$ cat src/rtl/rgbw_pkg.sv
// rgbw_pkg: shared constants and types for the RGBW PWM output stage.
//   PWM_PERIOD   - ticks per PWM period (counter runs 0..PWM_MAX_CNT)
//   PWM_MAX_CNT  - last counter value before the wrap to 0
//   STAGGER_STEP - per-channel phase offset in ticks (PHASE_STAGGER_EN builds)
//   CH_*         - channel indices (red, green, blue, white)
//   duty_t       - 8-bit duty / counter value
package rgbw_pkg;

  localparam int unsigned PWM_PERIOD   = 255;
  localparam int unsigned PWM_MAX_CNT  = 254;
  localparam int unsigned STAGGER_STEP = 64;

  localparam int unsigned CH_RED   = 0;
  localparam int unsigned CH_GREEN = 1;
  localparam int unsigned CH_BLUE  = 2;
  localparam int unsigned CH_WHITE = 3;

  typedef logic [7:0] duty_t;

endpackage

$ cat src/rtl/rgbw_pwm_channel.sv
// pwm_channel: one PWM channel with a double-buffered duty.
// Optional build macro: PHASE_STAGGER_EN (channel compares against a
// counter offset by STAGGER_STEP*CH, wrapped modulo PWM_PERIOD).
// Ports:
//   clk    in  system clock
//   reset  in  synchronous active-high reset
//   load   in  capture din into the shadow duty
//   apply  in  copy shadow into the active duty (period boundary)
//   din    in  new duty value
//   cnt    in  shared PWM counter (0..PWM_MAX_CNT)
//   pwm    out registered PWM output, high while offset count < active duty
module pwm_channel
  import rgbw_pkg::*;
#(
  parameter int unsigned CH = 0
) (
  input  logic  clk,
  input  logic  reset,
  input  logic  load,
  input  logic  apply,
  input  duty_t din,
  input  duty_t cnt,
  output logic  pwm
);

`ifdef PHASE_STAGGER_EN
  localparam int unsigned OFFSET = STAGGER_STEP * CH;
`else
  localparam int unsigned OFFSET = 0;
`endif

  duty_t      shadow;
  duty_t      active;
  duty_t      ck;
  logic [8:0] sum;

  // Offset count stays within 0..PWM_MAX_CNT, so every duty keeps the
  // same high time per period whatever the offset.
  always_comb begin
    sum = {1'b0, cnt} + 9'(OFFSET);
    if (sum >= 9'(PWM_PERIOD)) begin
      ck = 8'(sum - 9'(PWM_PERIOD));
    end else begin
      ck = sum[7:0];
    end
  end

  // apply reads the pre-edge shadow, so a load in the same cycle is
  // held back for the following period boundary.
  always_ff @(posedge clk) begin
    if (reset) begin
      shadow <= '0;
      active <= '0;
      pwm    <= 1'b0;
    end else begin
      if (apply) active <= shadow;
      if (load)  shadow <= din;
      pwm <= (ck < active);
    end
  end

endmodule

$ cat src/rtl/rgbw_pwm.sv
// rgbw_pwm: 4-channel PWM output stage for the colour generator.
// Optional build macro: PHASE_STAGGER_EN (staggers channel rising edges by
// STAGGER_STEP ticks; see pwm_channel).
// Ports:
//   clk        in  system clock
//   reset      in  synchronous active-high reset
//   presc      in  [PRESC_W] prescaler; a counter tick every presc+1 clocks
//   load       in  strobe capturing redIn/greenIn/blueIn/whiteIn into shadow
//   redIn..whiteIn in [8] duty values (0 = off, 255 = always on)
//   pwmRed..pwmWhite out PWM pins
//   pending    out shadow holds values not yet applied
//   applied    out one-cycle pulse when shadow is copied to active
//   periodEnd  out one-cycle pulse when the counter wraps 254 -> 0
module rgbw_pwm
  import rgbw_pkg::*;
#(
  parameter int unsigned PRESC_W = 8
) (
  input  logic               clk,
  input  logic               reset,
  input  logic [PRESC_W-1:0] presc,
  input  logic               load,
  input  logic [7:0]         redIn,
  input  logic [7:0]         greenIn,
  input  logic [7:0]         blueIn,
  input  logic [7:0]         whiteIn,
  output logic               pwmRed,
  output logic               pwmGreen,
  output logic               pwmBlue,
  output logic               pwmWhite,
  output logic               pending,
  output logic               applied,
  output logic               periodEnd
);

  logic [PRESC_W-1:0] pcnt;
  duty_t              cnt;
  logic               tick;
  logic               wrap;
  logic               apply;

  // >= rather than == so lowering presc mid-count ticks immediately.
  assign tick  = (pcnt >= presc);
  assign wrap  = tick && (cnt == 8'(PWM_MAX_CNT));
  assign apply = wrap && pending;

  always_ff @(posedge clk) begin
    if (reset) begin
      pcnt      <= '0;
      cnt       <= '0;
      pending   <= 1'b0;
      applied   <= 1'b0;
      periodEnd <= 1'b0;
    end else begin
      pcnt <= tick ? '0 : pcnt + 1'b1;
      if (tick) cnt <= wrap ? '0 : cnt + 8'd1;
      if (load) begin
        pending <= 1'b1;
      end else if (wrap) begin
        pending <= 1'b0;
      end
      applied   <= apply;
      periodEnd <= wrap;
    end
  end

  pwm_channel #(.CH(CH_RED)) u_red (
    .clk(clk), .reset(reset), .load(load), .apply(apply),
    .din(redIn), .cnt(cnt), .pwm(pwmRed)
  );

  pwm_channel #(.CH(CH_GREEN)) u_green (
    .clk(clk), .reset(reset), .load(load), .apply(apply),
    .din(greenIn), .cnt(cnt), .pwm(pwmGreen)
  );

  pwm_channel #(.CH(CH_BLUE)) u_blue (
    .clk(clk), .reset(reset), .load(load), .apply(apply),
    .din(blueIn), .cnt(cnt), .pwm(pwmBlue)
  );

  pwm_channel #(.CH(CH_WHITE)) u_white (
    .clk(clk), .reset(reset), .load(load), .apply(apply),
    .din(whiteIn), .cnt(cnt), .pwm(pwmWhite)
  );

endmodule

$ cat config.mk
export PLATFORM = sky130hd
export DESIGN_NAME = rgbw_pwm
export DESIGN_NICKNAME = d
export VERILOG_FILES = /design/src/rtl/rgbw_pkg.sv /design/src/rtl/rgbw_pwm_channel.sv /design/src/rtl/rgbw_pwm.sv
export SDC_FILE = /design/constraint.sdc
export NUM_CORES = 1
export LEC_CHECK = 0
export ABC_AREA = 1
export BUFFER_PORTS_ARGS = -buffer_cell sky130_fd_sc_hd__buf_4
export CORE_UTILIZATION = 55
export DETAILED_ROUTE_END_ITERATION = 16
export PLACE_DENSITY = 0.76
export SYNTH_ARGS = -nofsm -noshare
export SYNTH_HDL_FRONTEND = slang
export SYNTH_SLANG_ARGS = --single-unit
export TNS_END_PERCENT = 100
$ cat constraint.sdc
create_clock -name clk -period 2.77 [get_ports clk]
set_input_delay 0.831 -clock clk [delete_from_list [all_inputs] [get_ports clk]]
set_output_delay 0.831 -clock clk [all_outputs]
set_load 0.02 [all_outputs]
* Yosys cells after proc, flatten, opt, wreduce, memory -nomap -nowiden
Index checks and enable logic that the tools add are counted.
** Word-level totals
- Input port bits :: 43
- Memories :: 0
- Logic and storage cells :: 35
- Output and inout bits :: 7
- Memory bits (writable) :: 0
- ROM bits :: 0
- Bits in latches :: 0
- Register bits after elaboration :: 87
** Cells by class
- Bitwise gates (word level) :: 0
- Equality and inequality tests :: 1
- Div/mod/pow operators :: 0
- Shifts and indexed selects :: 0
- Mux-type cells :: 4
- Reductions and logical operators :: 4
- Add/sub/neg operators :: 3
- $lt $le $gt $ge :: 6
- $mul :: 0
** Operators by type and width (count)
- $lt A8 B8 Y1 :: 4
- $add A8 B1 Y8 const B :: 2
- $mux W8 :: 2
- $eq A8 B8 Y1 const B :: 1
- $ge A8 B8 Y1 :: 1
- $ge A8 B8 Y1 const B :: 1
- $sub A8 B8 Y8 const B :: 1
- $logic_and A1 B1 Y1 :: 2
- $mux W1 :: 2
- $reduce_bool A2 Y1 :: 1
- $reduce_or A2 Y1 :: 1

* Depth between registers and ports, before layout
Gate-level depths: netlist of the first run.
- Depth in word-level cells :: 4
- Depth in mapped cells :: 14
- Mapped depth without buffers :: 14

* By module
A second synthesis of the first run with hierarchy kept.
** Second synthesis, totals
- Cell total of the unflattened synthesis :: 639
- Area, all modules :: 4590.7 µm²
** By module, submodules not included
- pwm_channel :: instances 4, area an instance 858.3 µm², cells an instance 122
- rgbw_pwm :: instances 1, area an instance 1157.4 µm², cells an instance 151

* Least setup slack after synthesis of the first run
Ideal clock, no wire load.
- Path type :: in2reg
- From :: input presc[7]
- To :: register u_blue.active[0]
- Arrival :: 2061 ps
- Stages :: 11
- Required time :: 2699 ps
- Path slack :: 638 ps
- Path buffers :: 1
- Cells stage by stage :: inv_1 > ha_1 > nand2_1 > inv_1 > nor2_1 > o21a_1 > nand2_1 > nand3_4 > buf_2 > nand2_1 > a21oi_1
** Between the ends
- Longest elaborated chain between the ends :: 3
** RTL lines
- start: declaration :: line rgbw_pwm.sv:21 : input logic [PRESC_W-1:0] presc,
- $ge A8 B8 Y1 :: line rgbw_pwm.sv:43 : assign tick = (pcnt >= presc);
- $logic_and A1 B1 Y1 :: line rgbw_pwm.sv:44 : assign wrap = tick && (cnt == 8'(PWM_MAX_CNT));
- $logic_and A1 B1 Y1 :: line rgbw_pwm.sv:45 : assign apply = wrap && pending;
- end signal: assignment :: line rgbw_pwm_channel.sv:56 : if (apply) active <= shadow;
- end: declaration :: line rgbw_pwm_channel.sv:33 : duty_t active;
Every way passes these cells.
A chain may end at the register's enable or synchronous reset.

* Final worst setup path of the first run
- From :: register cnt[1]
- To :: register u_white.pwm
** Between the ends
- Longest elaborated chain between the ends :: 3
** RTL lines
- start: declaration :: line rgbw_pwm.sv:37 : duty_t cnt;
- start signal: assignment :: line rgbw_pwm.sv:56 : if (tick) cnt <= wrap ? '0 : cnt + 8'd1;
- $sub A8 B8 Y8 / $ge A8 B8 Y1 (equally long branches) :: line rgbw_pwm_channel.sv:42, rgbw_pwm_channel.sv:41
- $mux W8 (*) :: line rgbw_pwm_channel.sv:41 : if (sum >= 9'(PWM_PERIOD)) begin
- $lt A8 B8 Y1 (*) :: line rgbw_pwm_channel.sv:58 : pwm <= (ck < active);
- end signal: assignment :: line rgbw_pwm_channel.sv:58
- end: declaration :: line rgbw_pwm_channel.sv:23 : output logic pwm
Every way passes the cells marked *; elsewhere a longest branch is shown, timed or not.

==> results of run 1 <==
-- worst paths after layout --
kind	start	endpoint	slack [ps]	cells after the start
worst min-delay path	u_white.active[0]	u_white.active[0]	470	2
worst max register to register	cnt[1]	u_white.pwm	480	11
worst min register to register	u_white.active[0]	u_white.active[0]	470	2
worst max-delay path	cnt[1]	u_white.pwm	480	11
-- critical path: stages (launching register included) --
cell and delay (ps):
dfxtp_1 400, ha_1 190, inv_1 60, nor2_1 190, nand2_1 130, o21ai_0 530
ha_1 350, nand2_1 60, nand2_1 40, nand2_1 50, nand2_1 50, a21oi_1 170
-- cell usage after synthesis, drive strengths merged --
cell type	count	area (µm²)
a21oi	24	120
and3	1	6.26
buf	12	76.3
clkbuf	9	33.8
clkinv	1	3.75
dfxtp	87	1740
ha	39	488
inv	64	240
nand2	130	488
nand3	9	57.6
nand3b	2	15.0
nand4	6	37.5
nor2	149	562
nor3	3	15.0
nor3b	1	7.51
o211ai	4	30.0
o21a	1	7.51
o21ai	35	175
o22ai	1	6.26
or2	3	18.8
xnor2	1	8.76
xor2	7	61.3
-- routing by layer --
layer / vias up / GRT usage
met1: 1598 / 0.291
met3: 15 / 0.0508
met5: - / 0
met4: 0 / 0.0866
li1: 1915 / -
met2: 99 / 0.410
-- flip-flops by register name (all words and copies together) (netlist names), 8 cells and up --
| signal | cells |
|---|---|
| u_blue.active | 8 |
| u_green.shadow | 8 |
| u_blue.shadow | 8 |
| pcnt | 8 |
| u_red.active | 8 |
| u_white.active | 8 |
| cnt | 8 |
| u_white.shadow | 8 |
| u_red.shadow | 8 |
| u_green.active | 8 |
-- cell families after synthesis --
kind of cell | Yosys count
and+or+nand+nor | 304
DFF | 87
buffers and inverters | 86
AOI/OAI and AO/OA | 65
adders and majority gates | 39
xor gates and xnor gates | 8
-- area by class of cell --
type | instances | area (µm²) | area share
Tap cell | 99 | 124 | 0.0254
Clock inverter | 6 | 108 | 0.0221
Timing Repair Buffer | 53 | 410 | 0.0843
Inverter | 65 | 244 | 0.0501
Clock buffer | 10 | 138 | 0.0283
Multi-Input combinational cell | 416 | 2100 | 0.432
Sequential cell | 87 | 1740 | 0.358
-- power by group --
| group | switching (W) | leakage [nW] | internal, W |
|---|---|---|---|
| logic | 0.0000892 | 1.64 | 0.0000790 |
| registers | 0.0000266 | 0.710 | 0.00129 |
| clock network | 0.000446 | 0.122 | 0.000620 |
| total | 0.000562 | 2.48 | 0.00199 |
-- through the flow --
step	util	total power [W]	hold WS [ps]	setup WS, ps	std cells
3_3_place_gp	0.631	0.00151	451	369	720
4_1_cts	0.664	0.00256	473	487	736
3_5_place_dp	0.631	0.00151	458	266	720
6_report	0.664	0.00255	471	480	736
5_1_grt	0.664	0.00266	504	234	736
2_1_floorplan	-	0.00143	439	638	589
==> qor.yml, run 1 <==
run_status:
  status: "completed"
floorplan:
  dieWidth_um: 89.4
  top_level_ports: 50
  start_util: 0.573
  die-area_um2: 7990
  core_um2: 7330
  row_count: 31
  die_h_um: 89.4
route:
  num_vias: 3627
  routed.top_layer: "met4"
  first_iter_violations: 172
  vias_per_cell: 4.93
  drt_wl_total_um: 8420
  first_pass_iters: 4
  drc: 0
  wl_met1_um: 4050
  wl_per_cell_um: 11.4
  met3_length_um: 414
  ant_nets: 0
  wl_met2_um: 3830
logic_synthesis:
  yosys.area_share.simple: 0.287
  syn_avg_cell_area_um2: 7.13
  yosysWarnings: 0
  syn_area_um2: 4200
  synth.area.mux_share: 0
  syn_inst: 589
  synth_top_family_by_area: "simple AND/OR/NAND/NOR gates"
  synth-xor-area-share: 0.0167
  ys_seq_area_frac: 0.415
  synth_seq_cells: 87
  synth_compound_area_frac: 0.0807
  synth_nets: 671
  synth_fa_ha_area_frac: 0.116
  yosysUniqueCellTypes: 27
power_and_ir_drop:
  vdd.ir_drop.worst_uv: 344
  p_per_area_nw_per_um2: 524
  leakagePower_nw: 2.48
final_layout:
  final_nets: 714
  layout_commonest_cell: "nor2_1"
  syn2layout_area_growth_pct: 15.9
  drive_gt1_frac: 0.116
  stdcell_area_um2: 4870
  fill_cells: 643
  antenna_cells: 0
  most-common-layout-cells: "148 x nor2_1, 130 x nand2_1, 87 x dfxtp_1"
clock_network:
  clock_path_buffers: 2
  post_cts_buffers: 0
  cts_sinks: 87
  htree_levels: 3
  clkLatencyLatePin_ps: 360
  postCtsHoldBufs: 0
  cts.clk_slew.worst_paths_ps: 90
  ctsResizeCount: 0
  cts_root_buffer: "clkbuf_8"
  cts_tree: "done"
  cts_buffers: 9
worst_setup_path:
  endpoint_kind: "flop"
  path_class: "reg2reg"
  critPathRequiredTime_ps: 3050
  crit_path_start_kind: "flop"
  cp_max_fo: 5
  critical_path_arrival_ps: 2570
timing:
  skew_ps: 10.1
  hold_viol_final: 0
  relSlewSlack: 0.576
  timing.fmax_ghz: 0.437
  fin_setup_tns_ps: 0
  setup_viol: 0
  final.period_utilization: 0.827
  drv_slew: 0
  rsz0062_at_grt: "false"
  tightest_slew_ps: 629
  period_minus_slack_ps: 2290
global_route:
  track_usage: 0.237
  grt_max_degree: 61
  grt_pass1_vias: 3312
  grt_pass1_wl_um: 14300
  grt_overflow: 0
  antenna_found_initial: 0
placed_design:
  post_dp_cell_area_um2: 4620
  gp_congestion: 0.822
  io_buffers: 49
  hpwl_um: 5780
min_path:
  hp-class: "reg2reg"
job:
  drv_cap: 0
No activity file was read; power rests on OpenSTA's default activity.
==> run 2, diff against run 1 <==
- ABC_AREA: 1 -> 0
- CORE_UTILIZATION: 55 -> 53
- clock period: 2.77 -> 2 ns (I/O delays scaled with it)
==> run 2 against run 1 <==
Via count grew 5.4%. Largest power group unchanged. The run now ends with negative setup slack left. Sequential cell count is the same. Die area grew 6.6%. Largest cell class unchanged.
==> qor.yml, run 2 <==
run_status:
  status: "finished with violations"  # was completed
  violations: "negative setup slack"
global_route:
  antenna_found_initial: 0  # unchanged
  grt_pass1_vias: 3723  # was 3312
  grt_max_degree: 36  # was 61
  track_usage: 0.256  # was 0.237
  grt_overflow: 0  # unchanged
  grt_pass1_wl_um: 17200  # was 14300 µm
clock_network:
  cts.clk_slew.worst_paths_ps: 90  # about the same
  postCtsHoldBufs: 0  # unchanged
  cts_root_buffer: "clkbuf_8"  # unchanged
  clock_path_buffers: 2  # unchanged
  cts_tree: "done"  # unchanged
  htree_levels: 3  # unchanged
  cts_buffers: 9  # unchanged
  cts_sinks: 87  # unchanged
  clkLatencyLatePin_ps: 360  # about the same
timing:
  drv_slew: 0  # unchanged
  period_minus_slack_ps: 2050  # was 2290 ps
  relSlewSlack: 0.629  # was 0.576
  skew_ps: 7.12  # was 10.1 ps
  hold_viol_final: 0  # unchanged
  rsz0062_at_grt: "true"  # was false
  final.period_utilization: 1.02  # was 0.827
  tightest_slew_ps: 556  # was 629 ps
  timing.fmax_ghz: 0.488  # was 0.437 GHz
  fin_ws_ps: -48.4  # was 480 ps
  setup_viol: 2  # was 0
final_layout:
  stdcell_count: 672  # was 736
  most-common-layout-cells: "88 x buf_4, 79 x dfxtp_1, 46 x nor2_1"  # was 148 x nor2_1, 130 x nand2_1, 87 x dfxtp_1
  fill_cells: 585  # was 643
  final_nets: 647  # was 714
  layout_commonest_cell: "buf_4"  # was nor2_1
  stdcell_area_um2: 5490  # was 4870 µm²
  antenna_cells: 0  # unchanged
  syn2layout_area_growth_pct: 27.0  # was 15.9%
  drive_gt1_frac: 0.263  # was 0.116
logic_synthesis:
  syn_avg_cell_area_um2: 8.73  # was 7.13 µm²
  synthTopCellsByCount: "87 x dfxtp_1, 47 x nor2_1, 46 x a21oi_1"  # was 148 x nor2_1, 130 x nand2_1, 87 x dfxtp_1
  ys_seq_area_frac: 0.403  # was 0.415
  async_flop_share: 0  # unchanged
  yosysWarnings: 0  # unchanged
  synth_nets: 577  # was 671
  ys.flop_type: "dfxtp_1"  # unchanged
  yosysTopAreaCellShare: 0.403  # was 0.415
  synthTopCellsByArea: "dfxtp_1 40%, ha_1 11%, mux2i_1 7.4%"  # was dfxtp_1 41%, nor2_1 13%, ha_1 12%
  synth_seq_cells: 87  # unchanged
  yosysUniqueCellTypes: 35  # was 27
  yosysMostFrequentCell: "dfxtp_1"  # was nor2_1
  syn_area_um2: 4320  # was 4200 µm²
  syn_inst: 495  # was 589
  yosys.area.top_type: "dfxtp_1"  # unchanged
  synth_enable_flop_cells: 0  # unchanged
route:
  drt_wl_total_um: 10400  # was 8420 µm
  wl_per_cell_um: 15.5  # was 11.4 µm
  first_pass_iters: 5  # was 4
  vias_per_cell: 5.69  # was 4.93
  ant_nets: 0  # unchanged
  first_iter_violations: 197  # was 172
  num_vias: 3823  # was 3627
  drc: 0  # unchanged
min_path:
  whs_path_depth: 3  # was 2
  hp-class: "in2reg"  # was reg2reg
floorplan:
  top_level_ports: 50  # unchanged
  start_util: 0.553  # was 0.573
  row_count: 32  # was 31
  dieWidth_um: 92.3  # was 89.4 µm
  die_h_um: 92.3  # was 89.4 µm
  core_um2: 7810  # was 7330 µm²
  die-area_um2: 8520  # was 7990 µm²
power_and_ir_drop:
  vdd.ir_drop.worst_uv: 606  # was 344 µV
  leakagePower_nw: 2.30  # was 2.48 nW
  report.power.total_w: 0.00341  # was 0.00255 W
  p_per_area_nw_per_um2: 621  # was 524 nW/µm²
placed_design:
  hpwl_um: 7320  # was 5780 µm
  dp_cells: 653  # was 720
  post_dp_cell_area_um2: 5050  # was 4620 µm²
  gp_congestion: 0.846  # was 0.822
  io_buffers: 49  # unchanged
worst_setup_path:
  critPathRequiredTime_ps: 2300  # was 3050 ps
  r2r_slack_ps: -50  # was 480 ps
  critical_path_arrival_ps: 2350  # was 2570 ps
  path_class: "reg2reg"  # unchanged
  ff2ff_path_depth: 9  # was 11
  crit_path_start_kind: "flop"  # unchanged
  endpoint_kind: "flop"  # unchanged
  cp_max_fo: 4  # was 5
job:
  drv_cap: 0  # unchanged
## run 2: cell count changes after synthesis, sizes merged, moves of 9 or more
| cell | change |
|---|---|
| o21ai | +9 |
| nand4 | +35 |
| and3 | +10 |
| inv | -21 |
| nand2 | -117 |
| clkbuf | +10 |
| mux2i | +32 |
| a21oi | +22 |
| nor2 | -102 |
## run 2: cells by family after synthesis
| family | count (synthesis) | share of synthesized area |
|---|---|---|
| xor gates and xnor gates | 7 | 0.0142 |
| and+or+nand+nor | 137 | 0.164 |
| DFF | 87 | 0.403 |
| adders and majority gates | 39 | 0.113 |
| buffers and inverters | 77 | 0.0744 |
| muxes | 32 | 0.0741 |
| AOI/OAI and AO/OA | 116 | 0.157 |
## run 2: layer usage
| metal | share of wire | global-route usage | routed length, µm |
|---|---|---|---|
| met5 | 0 | 0 | 0 |
| met4 | 0.021 | 0.0924 | 224 |
| met3 | 0.042 | 0.0514 | 440 |
| met2 | 0.48 | 0.433 | 5010 |
| met1 | 0.46 | 0.322 | 4760 |
## run 2: path summary, 6_finish.rpt
| kind | from | endpoint |
|---|---|---|
| worst max-delay path | cnt[5] | u_red.pwm |
| worst min-delay path | greenIn[6] | u_green.shadow[6] |
| worst max register to register | cnt[5] | u_red.pwm |
| worst min register to register | u_white.active[2] | u_white.active[2] |
## run 2: layout make-up
class,instances,area [µm²],share of cell area
flip-flops and latches,87,1750,0.319
multi-input cells,331,2500,0.455
inverters,43,161,0.0294
repair buffers,93,734,0.134
well taps,102,128,0.0233
clock inverters,5,63.8,0.0116
clock buffers,11,151,0.0276
## run 2: timing repair
| action | 4_1_cts | 5_1_grt |
|---|---|---|
| setup endpoints to repair | 26 | 46 |
| gates resized for setup | 22 | 23 |
| setup buffers | 2 | 3 |
| pin swaps | 10 | 16 |
## run 2: per-stage QoR
| stage | hold slack (ps) | util | TNS [ps] | setup slack, ps |
|---|---|---|---|---|
| detailed placement | 467 | 0.646 | -15020 | -399 |
| global placement | 459 | 0.646 | -11320 | -322 |
| CTS | 465 | 0.687 | 0 | 1.63 |
| floorplan | 448 | - | 0 | 0.830 |
| global route | 457 | 0.703 | -489 | -112 |
| finish | 473 | 0.703 | -52.1 | -48.4 |
## run 2: critical path: stages, from the launching register on
cell and delay [ps]:
dfxtp_2 340, and3_4 180, and3_4 220, nand2_2 70, and2_4 190, ha_1 310
a211oi_1 320, nand2_1 90, o21ai_1 120, and3_1 150
## run 2: report_power, final
| part | switching (W) | total, W | internal, W |
|---|---|---|---|
| clock network | 0.000658 | 0.00131 | 0.000655 |
| registers | 0.0000347 | 0.00181 | 0.00178 |
| logic | 0.000133 | 0.000281 | 0.000148 |
| total | 0.000825 | 0.00341 | 0.00258 |
==> run 3, diff against run 2 <==
- CORE_UTILIZATION: 53 -> 45
- PLACE_DENSITY: 0.76 -> 0.67
==> run 3 against run 2 <==
The run still ends with negative setup slack left. Global-route usage is 4.3 points lower. Non-clock buffer count up 11. Utilization decreased by 10 points. Highest routed layer unchanged. Critical path type unchanged. Critical endpoint is now u_blue.pwm. First-iteration DRC count is 8.1% higher.
==> qor.yml, run 3 (synthesis results as in run 2) <==
placed_design:
  hpwl_um: 7350  # was 7320 µm
  pre_cts_slack_ps: -360  # was -399 ps
  io_buffers: 49  # unchanged
  dp_cells: 687  # was 653
  gp_congestion: 0.774  # was 0.846
worst_setup_path:
  critical_path_arrival_ps: 2350  # about the same
  endpoint_kind: "flop"  # unchanged
  crit_chain: "and3_4 -> and3_4 -> nand2_1 -> and2_4 -> ha_1 -> a211oi_2 -> nand2_1 -> o21ai_1 -> and3_1"  # was and3_4 -> and3_4 -> nand2_2 -> and2_4 -> ha_1 -> a211oi_1 -> nand2_1 -> o21ai_1 -> and3_1
  path_class: "reg2reg"  # unchanged
  crit_path_max_incr_delay_ps: 340  # about the same
  crit_path_start_kind: "flop"  # unchanged
  cp_max_fo: 6  # was 4
  critPathRequiredTime_ps: 2290  # was 2300 ps
  crit_path_top_delay_cell: "dfxtp_2"  # unchanged
route:
  drc: 0  # unchanged
  vias_per_cell: 5.34  # was 5.69
  first_pass_iters: 4  # was 5
  ant_nets: 0  # unchanged
  first_iter_violations: 213  # was 197
  num_vias: 3789  # was 3823
  wl_per_cell_um: 14.8  # was 15.5 µm
  drt_wl_total_um: 10500  # was 10400 µm
final_layout:
  ff_latch_area_um2: 1750  # unchanged
  syn2layout_area_growth_pct: 29.2  # was 27.0%
  layout_commonest_cell: "buf_4"  # unchanged
  drive_gt1_frac: 0.270  # was 0.263
  antenna_cells: 0  # unchanged
  final_nets: 658  # was 647
  fill_cells: 813  # was 585
  most-common-layout-cells: "95 x buf_4, 79 x dfxtp_1, 47 x nor2_1"  # was 88 x buf_4, 79 x dfxtp_1, 46 x nor2_1
  multi_input_area_um2: 2450  # was 2500 µm²
  stdcell_count: 710  # was 672
timing:
  fin_setup_tns_ps: -116  # was -52.1 ps
  timing.fmax_ghz: 0.487  # was 0.488 GHz
  whs_ps: 461  # was 473 ps
  relSlewSlack: 0.636  # was 0.629
  drv_slew: 0  # unchanged
  period_minus_slack_ps: 2060  # was 2050 ps
  fin_ws_ps: -55.2  # was -48.4 ps
  final.period_utilization: 1.03  # was 1.02
  tightest_slew_ps: 546  # was 556 ps
  rsz0062_at_grt: "true"  # unchanged
  hold_viol_final: 0  # unchanged
  setup_viol: 4  # was 2
  skew_ps: 13.8  # was 7.12 ps
clock_network:
  htree_levels: 3  # unchanged
  cts_buffers: 9  # unchanged
  clkLatencyLatePin_ps: 360  # about the same
  cts_root_buffer: "clkbuf_8"  # unchanged
  cts.clk_slew.worst_paths_ps: 100  # was 90 ps
  cts_sinks: 87  # unchanged
  cts_tree: "done"  # unchanged
  clock_path_buffers: 2  # unchanged
  postCtsHoldBufs: 0  # unchanged
floorplan:
  die-area_um2: 10000  # was 8520 µm²
  top_level_ports: 50  # unchanged
  die_h_um: 100  # was 92.3 µm
  start_util: 0.465  # was 0.553
  dieWidth_um: 100  # was 92.3 µm
  core_um2: 9280  # was 7810 µm²
  row_count: 35  # was 32
global_route:
  grt_pass1_vias: 3610  # was 3723
  grt_max_degree: 49  # was 36
  antenna_found_initial: 0  # unchanged
  grt_overflow: 0  # unchanged
  grt_pass1_wl_um: 17000  # was 17200 µm
  track_usage: 0.213  # was 0.256
power_and_ir_drop:
  p_per_area_nw_per_um2: 605  # was 621 nW/µm²
  leakagePower_nw: 2.33  # was 2.30 nW
  vdd.ir_drop.worst_uv: 557  # was 606 µV
run_status:
  status: "finished with violations"  # unchanged
  violations: "negative setup slack"  # unchanged
min_path:
  hp-class: "in2reg"  # unchanged
job:
  drv_cap: 0  # unchanged
-- run 3: report_power, final --
| part | switching, W | leakage (nW) | internal, W |
|---|---|---|---|
| sequential | 0.0000334 | 0.712 | 0.00178 |
| clock | 0.000674 | 0.102 | 0.000596 |
| combinational | 0.000138 | 1.52 | 0.000157 |
-- run 3: layer usage --
metal / up-vias / part of all wire / global-route usage
met4: 0 / 0.016 / 0.0680
li1: 1917 / - / -
met5: - / 0 / 0
met3: 14 / 0.040 / 0.0376
met2: 93 / 0.48 / 0.359
met1: 1765 / 0.47 / 0.278
-- run 3: what timing repair did --
| item | 4_1_cts | 5_1_grt |
|---|---|---|
| buffers inserted | 2 | 5 |
| pin swaps | 10 | 9 |
| setup endpoints to repair | 4 | 40 |
| resized for setup | 25 | 16 |
| cloned | 0 | 1 |
-- run 3: metrics by stage --
step           total power [W]  utilization  instance area [µm²]
5_1_grt                0.00352        0.601                 5580
4_1_cts                0.00340        0.584                 5430
2_1_floorplan          0.00201            -                 4370
3_3_place_gp           0.00213        0.553                 5130
6_report               0.00338        0.601                 5580
3_5_place_dp           0.00214        0.553                 5130
-- run 3: path summary, 6_finish.rpt --
kind                      from  slack, ps  depth (start not counted)           endpoint
max                     cnt[4]        -60                          9         u_blue.pwm
min                  blueIn[0]        460                          3   u_blue.shadow[0]
max reg2reg             cnt[4]        -60                          9         u_blue.pwm
min reg2reg  u_white.active[1]        480                          2  u_white.active[1]
-- run 3: worst max-delay path: cells and delay by family, from the launching register on --
kind	cells	cell delay (ps)
AND/OR/NAND/NOR	6	990
AO/OA/AOI/OAI	2	350
flip-flops	1	340
adder cells (fa/ha/maj)	1	300
-- run 3: cell type report --
type / instances / area share
clock inverter: 6 / 0.0132
tap: 129 / 0.0289
multi-input combinational: 331 / 0.438
clock buffer: 10 / 0.0229
inverter: 43 / 0.0289
sequential: 87 / 0.314
timing repair buffer: 104 / 0.154
